<file path="config.mk">
export PLATFORM = sky130hd
export DESIGN_NAME = pong_renderer_flat
export DESIGN_NICKNAME = d
export VERILOG_FILES = /design/src/rtl/pong_renderer_if.sv /design/src/rtl/pong_renderer.sv /design/src/flat_wrapper.sv
export SDC_FILE = /design/constraint.sdc
export NUM_CORES = 1
export LEC_CHECK = 0
export CORE_MARGIN = 2
export CORE_UTILIZATION = 55
export DETAILED_ROUTE_END_ITERATION = 16
export GPL_ROUTABILITY_DRIVEN = 0
export GPL_TIMING_DRIVEN = 0
export PLACE_DENSITY = 0.73
export SKIP_CTS_REPAIR_TIMING = 1
export SYNTH_ARGS = -nofsm -noshare
export SYNTH_HDL_FRONTEND = slang
export SYNTH_SLANG_ARGS = --single-unit
</file>
<file path="constraint.sdc">
create_clock -name clk -period 3.8 [get_ports clk]
set_input_delay 0.38 -clock clk [delete_from_list [all_inputs] [get_ports clk]]
set_output_delay 0.38 -clock clk [all_outputs]
set_load 0.03 [all_outputs]
</file>
<file path="src/rtl/pong_renderer_if.sv">
// Game-state and video bundle between the Pong game logic and its VGA renderer.
// The game side drives positions, scores and the pixel strobe; the renderer
// returns sync, colour and the once-per-frame update strobe.
`timescale 1ns/1ps
interface pong_renderer_if;
    logic       pix_en;
    logic [9:0] ball_x;
    logic [9:0] ball_y;
    logic [9:0] paddle1_y;
    logic [9:0] paddle2_y;
    logic [3:0] score1;
    logic [3:0] score2;
    logic       hsync;
    logic       vsync;
    logic [3:0] vga_r;
    logic [3:0] vga_g;
    logic [3:0] vga_b;
    logic       frame_tick;

    modport master (
        output pix_en, ball_x, ball_y, paddle1_y, paddle2_y, score1, score2,
        input  hsync, vsync, vga_r, vga_g, vga_b, frame_tick
    );

    modport slave (
        input  pix_en, ball_x, ball_y, paddle1_y, paddle2_y, score1, score2,
        output hsync, vsync, vga_r, vga_g, vga_b, frame_tick
    );
endinterface

</file>
<file path="src/rtl/pong_renderer.sv">
// Pong VGA renderer: 640x480@60 scan timing, per-frame snapshot of the game
// state, two-stage pixel pipeline (region hits, then colour/sync) and a
// frame_tick strobe at the start of vertical blank.
`timescale 1ns/1ps
module pong_renderer #(
    parameter int H_ACTIVE      = 640,
    parameter int H_FP          = 16,
    parameter int H_SYNC        = 96,
    parameter int H_BP          = 48,
    parameter int V_ACTIVE      = 480,
    parameter int V_FP          = 10,
    parameter int V_SYNC        = 2,
    parameter int V_BP          = 33,
    parameter int PADDLE_WIDTH  = 10,
    parameter int PADDLE_HEIGHT = 50,
    parameter int BALL_WIDTH    = 10,
    parameter int BALL_HEIGHT   = 10
) (
    input  logic           clk,
    input  logic           reset,
    pong_renderer_if.slave vid
);
    localparam int H_TOTAL = H_ACTIVE + H_FP + H_SYNC + H_BP;
    localparam int V_TOTAL = V_ACTIVE + V_FP + V_SYNC + V_BP;

    localparam logic [9:0]  H_LAST   = 10'(H_TOTAL - 1);
    localparam logic [9:0]  V_LAST   = 10'(V_TOTAL - 1);
    localparam logic [9:0]  V_TICK   = 10'(V_ACTIVE - 1);
    localparam logic [10:0] H_ACT    = 11'(H_ACTIVE);
    localparam logic [10:0] V_ACT    = 11'(V_ACTIVE);
    localparam logic [10:0] HS_START = 11'(H_ACTIVE + H_FP);
    localparam logic [10:0] HS_END   = 11'(H_ACTIVE + H_FP + H_SYNC);
    localparam logic [10:0] VS_START = 11'(V_ACTIVE + V_FP);
    localparam logic [10:0] VS_END   = 11'(V_ACTIVE + V_FP + V_SYNC);
    localparam logic [10:0] PAD_W    = 11'(PADDLE_WIDTH);
    localparam logic [10:0] PAD_H    = 11'(PADDLE_HEIGHT);
    localparam logic [10:0] PAD2_X   = 11'(H_ACTIVE - PADDLE_WIDTH);
    localparam logic [10:0] BALL_W   = 11'(BALL_WIDTH);
    localparam logic [10:0] BALL_H   = 11'(BALL_HEIGHT);
    localparam logic [10:0] CL_X0    = 11'd318;
    localparam logic [10:0] CL_X1    = 11'd322;
    localparam logic [10:0] SC1_X    = 11'd256;
    localparam logic [10:0] SC2_X    = 11'd360;
    localparam logic [10:0] SC_Y     = 11'd16;
    localparam logic [10:0] SC_W     = 11'd24;
    localparam logic [10:0] SC_H     = 11'd40;

    logic [9:0]  h_cnt, v_cnt;
    logic        h_last, v_last;

    logic [9:0]  sh_ball_x, sh_ball_y, sh_paddle1_y, sh_paddle2_y;
    logic [3:0]  sh_score1, sh_score2;

    logic [10:0] hx, vy;
    logic        hit_active, hit_ball, hit_paddle, hit_score, hit_centre;
    logic        hs_raw, vs_raw;

    logic        s1_active, s1_ball, s1_paddle, s1_score, s1_centre, s1_hs, s1_vs;
    logic [11:0] rgb_q;
    logic        hs_q, vs_q;

    assign h_last = (h_cnt == H_LAST);
    assign v_last = (v_cnt == V_LAST);

    // Seven-segment lookup for one score digit; lx/ly are local to the 24x40 box.
    function automatic logic seg_pixel(input logic [3:0] val, input logic [10:0] lx,
                                       input logic [10:0] ly);
        logic [6:0] seg;
        case (val)
            4'd0:    seg = 7'b0111111;
            4'd1:    seg = 7'b0000110;
            4'd2:    seg = 7'b1011011;
            4'd3:    seg = 7'b1001111;
            4'd4:    seg = 7'b1100110;
            4'd5:    seg = 7'b1101101;
            4'd6:    seg = 7'b1111101;
            4'd7:    seg = 7'b0000111;
            4'd8:    seg = 7'b1111111;
            4'd9:    seg = 7'b1101111;
            default: seg = 7'b0000000;
        endcase
        return (seg[0] && ly < 11'd4)
            || (seg[1] && lx >= 11'd20 && ly < 11'd20)
            || (seg[2] && lx >= 11'd20 && ly >= 11'd20)
            || (seg[3] && ly >= 11'd36)
            || (seg[4] && lx < 11'd4 && ly >= 11'd20)
            || (seg[5] && lx < 11'd4 && ly < 11'd20)
            || (seg[6] && ly >= 11'd18 && ly < 11'd22);
    endfunction

    // Scan counters: h wraps every line, v advances on each h wrap.
    always_ff @(posedge clk) begin
        if (reset) begin
            h_cnt <= '0;
            v_cnt <= '0;
        end else if (vid.pix_en) begin
            if (h_last) begin
                h_cnt <= '0;
                v_cnt <= v_last ? 10'd0 : v_cnt + 10'd1;
            end else begin
                h_cnt <= h_cnt + 10'd1;
            end
        end
    end

    // Latch the game state on the very last pixel so a whole frame renders one state.
    always_ff @(posedge clk) begin
        if (reset) begin
            sh_ball_x    <= 10'd320;
            sh_ball_y    <= 10'd240;
            sh_paddle1_y <= 10'd215;
            sh_paddle2_y <= 10'd215;
            sh_score1    <= 4'd0;
            sh_score2    <= 4'd0;
        end else if (vid.pix_en && h_last && v_last) begin
            sh_ball_x    <= vid.ball_x;
            sh_ball_y    <= vid.ball_y;
            sh_paddle1_y <= vid.paddle1_y;
            sh_paddle2_y <= vid.paddle2_y;
            sh_score1    <= vid.score1;
            sh_score2    <= vid.score2;
        end
    end

    // Region and sync decode for the current scan position, in 11 bits so pos+size cannot wrap.
    always_comb begin
        hx = {1'b0, h_cnt};
        vy = {1'b0, v_cnt};
        hit_active = (hx < H_ACT) && (vy < V_ACT);
        hit_ball   = (hx >= {1'b0, sh_ball_x}) && (hx < {1'b0, sh_ball_x} + BALL_W)
                  && (vy >= {1'b0, sh_ball_y}) && (vy < {1'b0, sh_ball_y} + BALL_H);
        hit_paddle = ((hx < PAD_W)
                      && (vy >= {1'b0, sh_paddle1_y}) && (vy < {1'b0, sh_paddle1_y} + PAD_H))
                  || ((hx >= PAD2_X) && (hx < H_ACT)
                      && (vy >= {1'b0, sh_paddle2_y}) && (vy < {1'b0, sh_paddle2_y} + PAD_H));
        hit_score  = ((hx >= SC1_X) && (hx < SC1_X + SC_W) && (vy >= SC_Y) && (vy < SC_Y + SC_H)
                      && seg_pixel(sh_score1, hx - SC1_X, vy - SC_Y))
                  || ((hx >= SC2_X) && (hx < SC2_X + SC_W) && (vy >= SC_Y) && (vy < SC_Y + SC_H)
                      && seg_pixel(sh_score2, hx - SC2_X, vy - SC_Y));
        hit_centre = (hx >= CL_X0) && (hx < CL_X1) && !v_cnt[4];
        hs_raw     = !((hx >= HS_START) && (hx < HS_END));
        vs_raw     = !((vy >= VS_START) && (vy < VS_END));
    end

    // Pipeline stage 1: register region hits and raw sync levels.
    always_ff @(posedge clk) begin
        if (reset) begin
            s1_active <= 1'b0;
            s1_ball   <= 1'b0;
            s1_paddle <= 1'b0;
            s1_score  <= 1'b0;
            s1_centre <= 1'b0;
            s1_hs     <= 1'b1;
            s1_vs     <= 1'b1;
        end else if (vid.pix_en) begin
            s1_active <= hit_active;
            s1_ball   <= hit_ball;
            s1_paddle <= hit_paddle;
            s1_score  <= hit_score;
            s1_centre <= hit_centre;
            s1_hs     <= hs_raw;
            s1_vs     <= vs_raw;
        end
    end

    // Pipeline stage 2: resolve colour priority and blank outside the active area.
    always_ff @(posedge clk) begin
        if (reset) begin
            rgb_q <= 12'h000;
            hs_q  <= 1'b1;
            vs_q  <= 1'b1;
        end else if (vid.pix_en) begin
            if (!s1_active)
                rgb_q <= 12'h000;
            else if (s1_ball || s1_paddle || s1_score)
                rgb_q <= 12'hFFF;
            else if (s1_centre)
                rgb_q <= 12'h888;
            else
                rgb_q <= 12'h000;
            hs_q <= s1_hs;
            vs_q <= s1_vs;
        end
    end

    assign vid.hsync      = hs_q;
    assign vid.vsync      = vs_q;
    assign vid.vga_r      = rgb_q[11:8];
    assign vid.vga_g      = rgb_q[7:4];
    assign vid.vga_b      = rgb_q[3:0];
    assign vid.frame_tick = !reset && vid.pix_en && h_last && (v_cnt == V_TICK);
endmodule

</file>
<file path="src/flat_wrapper.sv">
// flat-port wrapper written by rule: the top's interface ports become plain ports
module pong_renderer_flat 
#(
    parameter int H_ACTIVE      = 640,
    parameter int H_FP          = 16,
    parameter int H_SYNC        = 96,
    parameter int H_BP          = 48,
    parameter int V_ACTIVE      = 480,
    parameter int V_FP          = 10,
    parameter int V_SYNC        = 2,
    parameter int V_BP          = 33,
    parameter int PADDLE_WIDTH  = 10,
    parameter int PADDLE_HEIGHT = 50,
    parameter int BALL_WIDTH    = 10,
    parameter int BALL_HEIGHT   = 10
)
  (clk, reset, vid_pix_en, vid_ball_x, vid_ball_y, vid_paddle1_y, vid_paddle2_y, vid_score1, vid_score2, vid_hsync, vid_vsync, vid_vga_r, vid_vga_g, vid_vga_b, vid_frame_tick);
  pong_renderer_if vid_i ();
  input  logic clk;
  input  logic reset;
  input wire logic [$bits(vid_i.pix_en)-1:0] vid_pix_en;
  input wire logic [$bits(vid_i.ball_x)-1:0] vid_ball_x;
  input wire logic [$bits(vid_i.ball_y)-1:0] vid_ball_y;
  input wire logic [$bits(vid_i.paddle1_y)-1:0] vid_paddle1_y;
  input wire logic [$bits(vid_i.paddle2_y)-1:0] vid_paddle2_y;
  input wire logic [$bits(vid_i.score1)-1:0] vid_score1;
  input wire logic [$bits(vid_i.score2)-1:0] vid_score2;
  output wire logic [$bits(vid_i.hsync)-1:0] vid_hsync;
  output wire logic [$bits(vid_i.vsync)-1:0] vid_vsync;
  output wire logic [$bits(vid_i.vga_r)-1:0] vid_vga_r;
  output wire logic [$bits(vid_i.vga_g)-1:0] vid_vga_g;
  output wire logic [$bits(vid_i.vga_b)-1:0] vid_vga_b;
  output wire logic [$bits(vid_i.frame_tick)-1:0] vid_frame_tick;
  assign vid_i.pix_en = vid_pix_en;
  assign vid_i.ball_x = vid_ball_x;
  assign vid_i.ball_y = vid_ball_y;
  assign vid_i.paddle1_y = vid_paddle1_y;
  assign vid_i.paddle2_y = vid_paddle2_y;
  assign vid_i.score1 = vid_score1;
  assign vid_i.score2 = vid_score2;
  assign vid_hsync = vid_i.hsync;
  assign vid_vsync = vid_i.vsync;
  assign vid_vga_r = vid_i.vga_r;
  assign vid_vga_g = vid_i.vga_g;
  assign vid_vga_b = vid_i.vga_b;
  assign vid_frame_tick = vid_i.frame_tick;
  pong_renderer #(.H_ACTIVE(H_ACTIVE), .H_FP(H_FP), .H_SYNC(H_SYNC), .H_BP(H_BP), .V_ACTIVE(V_ACTIVE), .V_FP(V_FP), .V_SYNC(V_SYNC), .V_BP(V_BP), .PADDLE_WIDTH(PADDLE_WIDTH), .PADDLE_HEIGHT(PADDLE_HEIGHT), .BALL_WIDTH(BALL_WIDTH), .BALL_HEIGHT(BALL_HEIGHT)) u_core (.clk(clk), .reset(reset), .vid(vid_i));
endmodule
</file>
==> run summary, run 1 <==
Post-route minimum period: 3.57 ns
Die area: 13600 um2
Clock Sink Count: 93
Finished Cell Area: 8120 um2
PD cells: 250 nW/um2
Synth async-reset ratio: 0%
Initial DRC count: 587
Routed Wire Length: 18400 um
# Max-Cap Violations: 0
Combinational power share: 6.0%
Worst hold start: u_core.sh_ball_x[0]
DRC violations left: 0
Die W: 116 um
Detail Placement HPWL: 13700 um
Avg Synthesized Cell Area: 8.25 um2
Global-route wire length before repair: 29700 um
Mapped Area: 6960 um2
RSZ-0062 raised after global routing: no
Via count: 6315
Post-DRT Antenna Nets: 0
Largest net degree at the start of global routing: 15
Hold path endpoint: u_core.sh_ball_x[0]
Final setup vio count: 0
CP arrival: 3.19 ns
Fmax: 280 MHz
FF-to-FF Start: u_core.v_cnt[4]
Worst slew pin tran: 0.795 ns
Antenna violations before repair: 0
Clock share of power: 45.5%
Worst setup SP type: register
Core Region: 12500 um2
Remaining global-route overflow: 0
Number of synthesized register bits: 93
Most common cell after layout, fill and taps aside: ha_1
Slew headroom: 47.0%
Top FF cell, synth: dfxtp_1
Cell variety after synth: 79
Cell accounting for the most synthesized area: dfxtp_1
Status: complete, no violations
Drt first pass iters: 7
Vias in the first global route: 6183
Mapped Nets: 1006
Final cell count without fillers: 1094
Clock-pin transition on the worst setup and hold timing paths: 0.06 ns
R2r endpoint: u_core.s1_score
Htree depth: 3
Inserted Clock Buffers: 9
Number of synthesized flops with an enable pin: 0
Sw Ratio: 21.6%
Critical path class: reg2out
Clk buf depth: 2
Fin Clk Skew: 0.00747 ns
Root Driver: clkbuf_16
Worst-skew pair later-pin latency: 0.35 ns
Yosys warns: 0
CP max FO: 11
Most frequent cells in the layout: ha_1, dfxtp_1, nand2_1, nor2_1, clkdlybuf4s50_1
Area after DPL: 7810 um2
Period utilization: 93.9%
Power after layout: 2.03 mW
Place WS: 0.298 ns
WHS Path Cells: 2
Slew Viols, Final: 0
Crit end category: output port
Post-Syn Instances: 843
Setup TNS: 0 ns
Vias/cell: 5.77
Hold Slack: 0.459 ns
Synth top area share: 26.8%
Setup WS post-layout: 0.232 ns
IO Pins: 66
Final Hold Violating Endpoints: 0
Max VDD drop: 0.255 mV
R2R depth: 9
Final core utilization: 65.1%
Req. time, crit path: 3.42 ns
CTS tree: yes
Initial Util: 55.8%
Sequential power share: 48.4%
Leakage: 3.49 nW
NetSw: 439 uW
Register area share after synthesis: 26.8%
Total Routing Usage GR: 28.1%
Synth area leaders: dfxtp_1, ha_1, xnor2_1
Share of layout cells above drive strength 1: 6.51%
Worst Hold Class: reg2reg
Antenna diodes: 0
Area delta synth->final: 16.7%
FP Rows: 41
Cell count after placement: 1079
Avg WL per Cell: 16.8 um
PortBufs: 64
Die Span Y: 116 um
Internal power: 1.59 mW
# nets final: 1080
R2R Setup Slk: 0.46 ns
[worst max-delay path: stages (launching register included)]
cell and delay [ns]:
dfxtp_2 0.48, ha_1 0.33, nor4b_4 0.27, and3_2 0.35, nand2_1 0.13, nor2_1 0.28
and4b_1 0.30, clkdlybuf4s50_1 0.69
[power by group through the flow]
stage	clock network, mW	logic [mW]	registers [mW]
after CTS	0.932	0.122	0.984
after global routing	0.971	0.132	0.984
after global placement	0	0.120	1.01
final	0.925	0.123	0.984
after floorplan	0	0.0424	1.01
after detailed placement	0	0.121	1.01
[how the worst max path moves through the flow]
stage	start	end	slack, ns	cells past startpoint
2_1_floorplan	u_core.v_cnt[4]	register	1.19	13
3_3_place_gp	vid_pix_en	vid_frame_tick	0.28	8
3_5_place_dp	vid_pix_en	vid_frame_tick	0.30	8
4_1_cts	u_core.h_cnt[9]	vid_frame_tick	-0.15	8
5_1_grt	u_core.h_cnt[9]	vid_frame_tick	0.12	7
6_report	u_core.h_cnt[9]	vid_frame_tick	0.23	7
[synth_stat cells, types with 6 or more instances]
cell / number
xor2_1: 10
o22ai_1: 6
ha_1: 112
xnor2_1: 38
nor2_1: 70
clkbuf_1: 14
a21oi_1: 60
buf_4: 12
o21a_1: 10
nand2b_1: 14
nand4_1: 8
nand3_1: 21
nor3_1: 16
buf_2: 11
a21o_1: 7
mux2i_1: 6
a211o_1: 25
o21ai_0: 35
nor2b_1: 10
dfxtp_1: 93
nand2_1: 86
and3_1: 13
inv_1: 60
[logic make-up after synthesis]
kind of cell	Yosys count	share of synthesized area, %
AND/OR/NAND/NOR	271	19.3
AO/OA/AOI/OAI	208	19.9
adder cells (fa/ha/maj)	112	20.1
buffers and inverters	104	6.67
flip-flops	93	26.8
XOR/XNOR	48	6.04
multiplexers	7	1.19
[routing by layer]
layer  GRT usage, %  wire [um]  vias to the layer above
met1           35.6       8200                     2949
met2           47.2       8460                      216
li1               -          -                     3108
met5              0          0                        -
met3           4.10       1020                       42
met4           13.5        684                        0
[area by class of cell]
cell class	instances	area, um2
plain buffers	42	231
clock buffers	13	260
clock inverters	3	43.8
fillers	1088	4350
inverters	61	229
multi-input cells	646	4630
flip-flops and latches	93	1860
well taps	172	215
repair buffers	64	641
Note: power is estimated with default switching activity, not from simulation.
==> inputs of run 2 (changes only) <==
Settings changed: CORE_MARGIN 2 to default, GPL_TIMING_DRIVEN 0 to 1.
==> run 2 against run 1 <==
Compared with the run above: non-clock buffer count fell by 28; core utilization rose by 0.59 points; sequential cell count is the same; combinational power down 11%; total power shrank 0.50%; sequential share of layout area grew 0.33 points; via count decreased by 2.1%; largest cell class unchanged.
==> run summary, run 2 (same netlist as run 1, synthesis figures left out) <==
Critical path class: reg2out
Avg WL per Cell: 15.8 um (-5.9%)
Global-route wire length before repair: 28200 um (-5.1%)
Crit end category: output port
Initial DRC count: 396 (-33%)
Via count: 6185 (-2.1%)
Inserted Clock Buffers: 9 (unchanged)
Routed Wire Length: 16800 um (-8.8%)
Detail Placement HPWL: 12400 um (-10%)
Share of layout cells above drive strength 1: 5.26% (-1.2 points)
CP max FO: 10 (-1)
R2R depth: 11 (+2)
Slew headroom: 57.5% (+11 points)
Worst-skew pair later-pin latency: 0.35 ns (about the same)
Largest net degree at the start of global routing: 39 (+24)
Clock Sink Count: 93 (unchanged)
PD cells: 253 nW/um2 (+1.1%)
Worst hold start: u_core.sh_paddle2_y[9]
# Max-Cap Violations: 0 (unchanged)
Clock-pin transition on the worst setup and hold timing paths: 0.06 ns (about the same)
Final Hold Violating Endpoints: 0 (unchanged)
Drt first pass iters: 5 (-2)
Clk buf depth: 2 (unchanged)
Worst Hold Class: reg2reg
Power after layout: 2.02 mW (-0.50%)
Cell count after placement: 1046 (-3.1%)
WHS Path Cells: 2 (unchanged)
Die W: 114 um (-1.7%)
CP delay by family, top: simple AND/OR/NAND/NOR gates
Antenna diodes: 0 (unchanged)
Status: complete, no violations
Htree depth: 3 (unchanged)
R2R Setup Slk: 0.72 ns (+0.26 ns)
Core Region: 12200 um2 (-2.4%)
Fmax: 279 MHz (-0.41%)
Vias/cell: 5.83 (+0.99%)
Remaining global-route overflow: 0 (unchanged)
CP arrival: 3.20 ns (about the same)
DRC violations left: 0 (unchanged)
Post-DRT Antenna Nets: 0 (unchanged)
Post-route minimum period: 3.58 ns (+0.0145 ns)
Area after DPL: 7690 um2 (-1.6%)
CTS tree: yes
# nets final: 1052 (-2.6%)
Slew Viols, Final: 0 (unchanged)
Final cell count without fillers: 1061 (-3.0%)
Initial Util: 57.2% (+1.4 points)
IO Pins: 66 (unchanged)
Worst setup SP type: register
FP Rows: 40 (-2.4%)
Crit path buffers/inverters: 1 (unchanged)
Most frequent cells in the layout: ha_1, dfxtp_1, nand2_1, nor2_1, clkdlybuf4s50_1
Fin Clk Skew: 0.0110 ns (+0.00356 ns)
Setup TNS: 0 ns (unchanged)
FF-to-FF Start: u_core.v_cnt[5]
Antenna violations before repair: 0 (unchanged)
Vias in the first global route: 5953 (-3.7%)
Area delta synth->final: 14.9%
Req. time, crit path: 3.42 ns (about the same)
PortBufs: 65 (+1.6%)
Final setup vio count: 0 (unchanged)
Finished Cell Area: 7990 um2 (-1.6%)
Leakage: 3.40 nW (-2.7%)
Worst slew pin tran: 0.637 ns (-0.158 ns)
CP peak stage delay: 0.68 ns (about the same)
Most common cell after layout, fill and taps aside: ha_1
Critical path's slowest cell: clkdlybuf4s50_1
Total Routing Usage GR: 27.4% (-0.76 points)
Max VDD drop: 0.284 mV (+11%)
RSZ-0062 raised after global routing: no
Period utilization: 94.3% (+0.38 points)
Hold path endpoint: u_core.sh_paddle2_y[9]
Worst path cell trace: ha_1 -> nor4b_4 -> and3_1 -> nand2_1 -> nor2_1 -> and4b_1 -> clkdlybuf4s50_1
Die Span Y: 114 um (-1.7%)
Root Driver: clkbuf_16
Die area: 13100 um2 (-3.4%)
Hold Slack: 0.453 ns (-0.00561 ns)
## run 2: cell types whose count changed in the layout (fill, tap and decap cells not counted), sizes merged
| cell | change |
|---|---|
| clkbuf | -14 |
| clkinv | -2 |
| buf | -15 |
| clkinvlp | +2 |
## run 2: how the worst max path moves through the flow
stage                               start  slack (ns)              to  depth (start not counted)
after CTS                 u_core.h_cnt[8]        0.29  vid_frame_tick                          7
after floorplan           u_core.v_cnt[4]        1.19        register                         13
after global routing      u_core.h_cnt[1]        0.11  vid_frame_tick                          7
after global placement         vid_pix_en        0.69  vid_frame_tick                          7
final                     u_core.h_cnt[8]        0.22  vid_frame_tick                          7
after detailed placement       vid_pix_en        0.66  vid_frame_tick                          7
## run 2: stage by stage
stage          setup WS [ns]  utilization (%)
2_1_floorplan           1.19                -
3_3_place_gp           0.691             63.2
3_5_place_dp           0.659             63.2
4_1_cts                0.293             65.7
5_1_grt                0.108             65.7
6_report               0.217             65.7
## run 2: final cells by class
| class | instances | area [um2] |
|---|---|---|
| clock inverter | 3 | 45.0 |
| clock buffer | 12 | 256 |
| fill | 1035 | 4170 |
| timing repair buffer | 78 | 756 |
| inverter | 61 | 229 |
| tap | 168 | 210 |
| multi-input combinational | 646 | 4630 |
| sequential | 93 | 1860 |
## run 2: report_power, final
group,switching (mW),internal [mW]
Clock,0.381,0.542
Sequential,0.00783,0.979
Combinational,0.0462,0.0642
## run 2: tightest hold or removal path: cells and delay by family, from the launching register on
kind             cells  cell delay (ns)
flip-flops           1             0.31
AO/OA/AOI/OAI        1             0.05
AND/OR/NAND/NOR      1             0.05
## run 2: routing by layer
metal	vias up	global-route usage [%]	wire length (um)
met5	-	0	0
met4	0	9.61	395
met3	25	5.72	923
met2	205	45.9	7690
met1	2895	34.8	7740
li1	3060	-	-
==> inputs of run 3 (changes only) <==
Settings changed: ABC_CLOCK_PERIOD_IN_PS from default to 3800, PLACE_DENSITY 0.73 to 0.77, REMOVE_ABC_BUFFERS from default to 1.
==> run 3 against run 2 <==
Compared with the run above: hold slack improved by 0.00093 ns; die area did not move; maximum frequency rose by 1.2%; global-route usage fell by 0.36 points; clock skew fell by 0.0056 ns; combinational power barely moved; sequential cell count did not move; via count fell by 1.2%; largest power group unchanged.
==> run summary, run 3 (same netlist as run 1, synthesis figures left out) <==
Leakage: 3.38 nW (-0.59%)
Cell count after placement: 1042 (-0.38%)
Die W: 114 um (unchanged)
Post-route minimum period: 3.54 ns (-0.0409 ns)
Die Span Y: 114 um (unchanged)
Number of fill cells: 1050 (+1.4%)
Place WS: 0.560 ns (-0.0985 ns)
Setup TNS: 0 ns (unchanged)
Clock Sink Count: 93 (unchanged)
CTS tree: yes
Global-route wire length before repair: 28000 um (-0.76%)
Detail Placement HPWL: 12000 um (-2.8%)
Setup WS post-layout: 0.258 ns (+0.0409 ns)
Met3 Wirelength: 880 um (-4.7%)
Hold path endpoint: u_core.sh_paddle2_y[9]
Initial DRC count: 455 (+15%)
Root Driver: clkbuf_16
Routed Wire Length: 16400 um (-2.2%)
Vias/cell: 5.78 (-0.90%)
Most common cell after layout, fill and taps aside: ha_1
CP arrival: 3.16 ns (-0.04 ns)
Wl on met1: 7420 um (-4.2%)
Max VDD drop: 0.271 mV (-4.6%)
# Max-Cap Violations: 0 (unchanged)
Htree depth: 3 (unchanged)
# nets final: 1048 (-0.38%)
Finished Cell Area: 7960 um2 (-0.45%)
Slew Viols, Final: 0 (unchanged)
Final Hold Violating Endpoints: 0 (unchanged)
Area after DPL: 7660 um2 (-0.39%)
Antenna diodes: 0 (unchanged)
Final setup vio count: 0 (unchanged)
Worst Hold Class: reg2reg
Period utilization: 93.2% (-1.1 points)
R2R depth: 11 (unchanged)
Area delta synth->final: 14.3%
Remaining global-route overflow: 0 (unchanged)
Die area: 13100 um2 (unchanged)
Worst hold start: u_core.sh_paddle2_y[9]
Drt first pass iters: 7 (+2)
Req. time, crit path: 3.42 ns (about the same)
Antenna violations before repair: 0 (unchanged)
Initial Util: 57.2% (unchanged)
PortBufs: 65 (unchanged)
RSZ-0062 raised after global routing: no
Post-DRT Antenna Nets: 0 (unchanged)
Core Region: 12200 um2 (unchanged)
Share of layout cells above drive strength 1: 4.94% (-0.32 points)
Fin Clk Skew: 0.00540 ns (-0.00562 ns)
Final cell count without fillers: 1058 (-0.28%)
Avg WL per Cell: 15.5 um (-1.9%)
Vias in the first global route: 5998 (+0.76%)
FP Rows: 40 (unchanged)
Status: complete, no violations
Total Routing Usage GR: 27.0% (-0.36 points)
Critical path class: reg2out
Clk buf depth: 2 (unchanged)
Inserted Clock Buffers: 9 (unchanged)
Met2 wire len: 7610 um (-1.0%)
WHS Path Cells: 2 (unchanged)
Worst-skew pair later-pin latency: 0.35 ns (about the same)
Worst slew pin tran: 0.823 ns (+0.186 ns)
FF-to-FF Start: u_core.v_cnt[5]
Largest net degree at the start of global routing: 46 (+18%)
Fmax: 282 MHz (+1.2%)
DRC violations left: 0 (unchanged)
Crit end category: output port
Most frequent cells in the layout: ha_1, dfxtp_1, nand2_1, nor2_1, clkdlybuf4s50_1
Worst setup SP type: register
PD cells: 252 nW/um2 (-0.35%)
R2R Setup Slk: 0.65 ns (-0.07 ns)
Top layer used by detailed routing: met4
IO Pins: 66 (unchanged)
Slew headroom: 45.2% (-12 points)
Clock-pin transition on the worst setup and hold timing paths: 0.06 ns (about the same)
Via count: 6112 (-1.2%)
CP max FO: 11 (+1)
[run 3: cell types whose count changed in the layout (fill, tap and decap cells not counted)]
cell / delta
and3_2: +1
buf_4: -4
clkinvlp_4: -1
clkbuf_1: +1
and3_1: -1
clkinv_2: +2
clkbuf_8: -1
[run 3: layout make-up]
| type | count | area, um2 | share of cell area, % |
|---|---|---|---|
| Sequential cell | 93 | 1860 | 23.4 |
| Clock inverter | 4 | 47.5 | 0.598 |
| Inverter | 61 | 229 | 2.88 |
| Multi-Input combinational cell | 646 | 4630 | 58.3 |
| Timing Repair Buffer | 74 | 726 | 9.12 |
| Clock buffer | 12 | 246 | 3.10 |
| Tap cell | 168 | 210 | 2.64 |
[run 3: metrics by stage]
stage | hold WS [ns] | utilization [%] | total power, mW
3_3_place_gp | 0.444 | 63.0 | 1.11
6_report | 0.454 | 65.4 | 2.00
2_1_floorplan | 0.426 | - | 1.03
4_1_cts | 0.458 | 65.4 | 2.02
3_5_place_dp | 0.445 | 63.0 | 1.12
5_1_grt | 0.477 | 65.4 | 2.08
[run 3: layer usage]
layer	track usage, %	up-vias
met3	5.45	38
met4	10.6	0
met1	33.7	2838
met5	0	-
li1	-	3050
met2	45.7	186
[run 3: worst max-delay path by stage]
stage / slack (ns) / endpoint / from
finish: 0.26 / vid_frame_tick / u_core.h_cnt[9]
global route: 0.12 / vid_frame_tick / u_core.h_cnt[9]
CTS: 0.17 / vid_frame_tick / u_core.h_cnt[9]
detailed placement: 0.56 / vid_frame_tick / u_core.h_cnt[9]
global placement: 0.64 / vid_frame_tick / vid_pix_en
floorplan: 1.01 / u_core.sh_ball_x[6] / u_core.h_cnt[9]
[run 3: report_power, final]
part	internal (mW)	switching, mW
combinational	0.0632	0.0448
clock	0.526	0.383
sequential	0.979	0.00868
total	1.57	0.436
[run 3: critical path, stage by stage, from the launching register on]
cell and delay (ns):
dfxtp_1 0.59, ha_1 0.30, nor4b_4 0.24, and3_2 0.35, nand2_1 0.12, nor2_1 0.25
and4b_1 0.28, clkdlybuf4s50_1 0.68
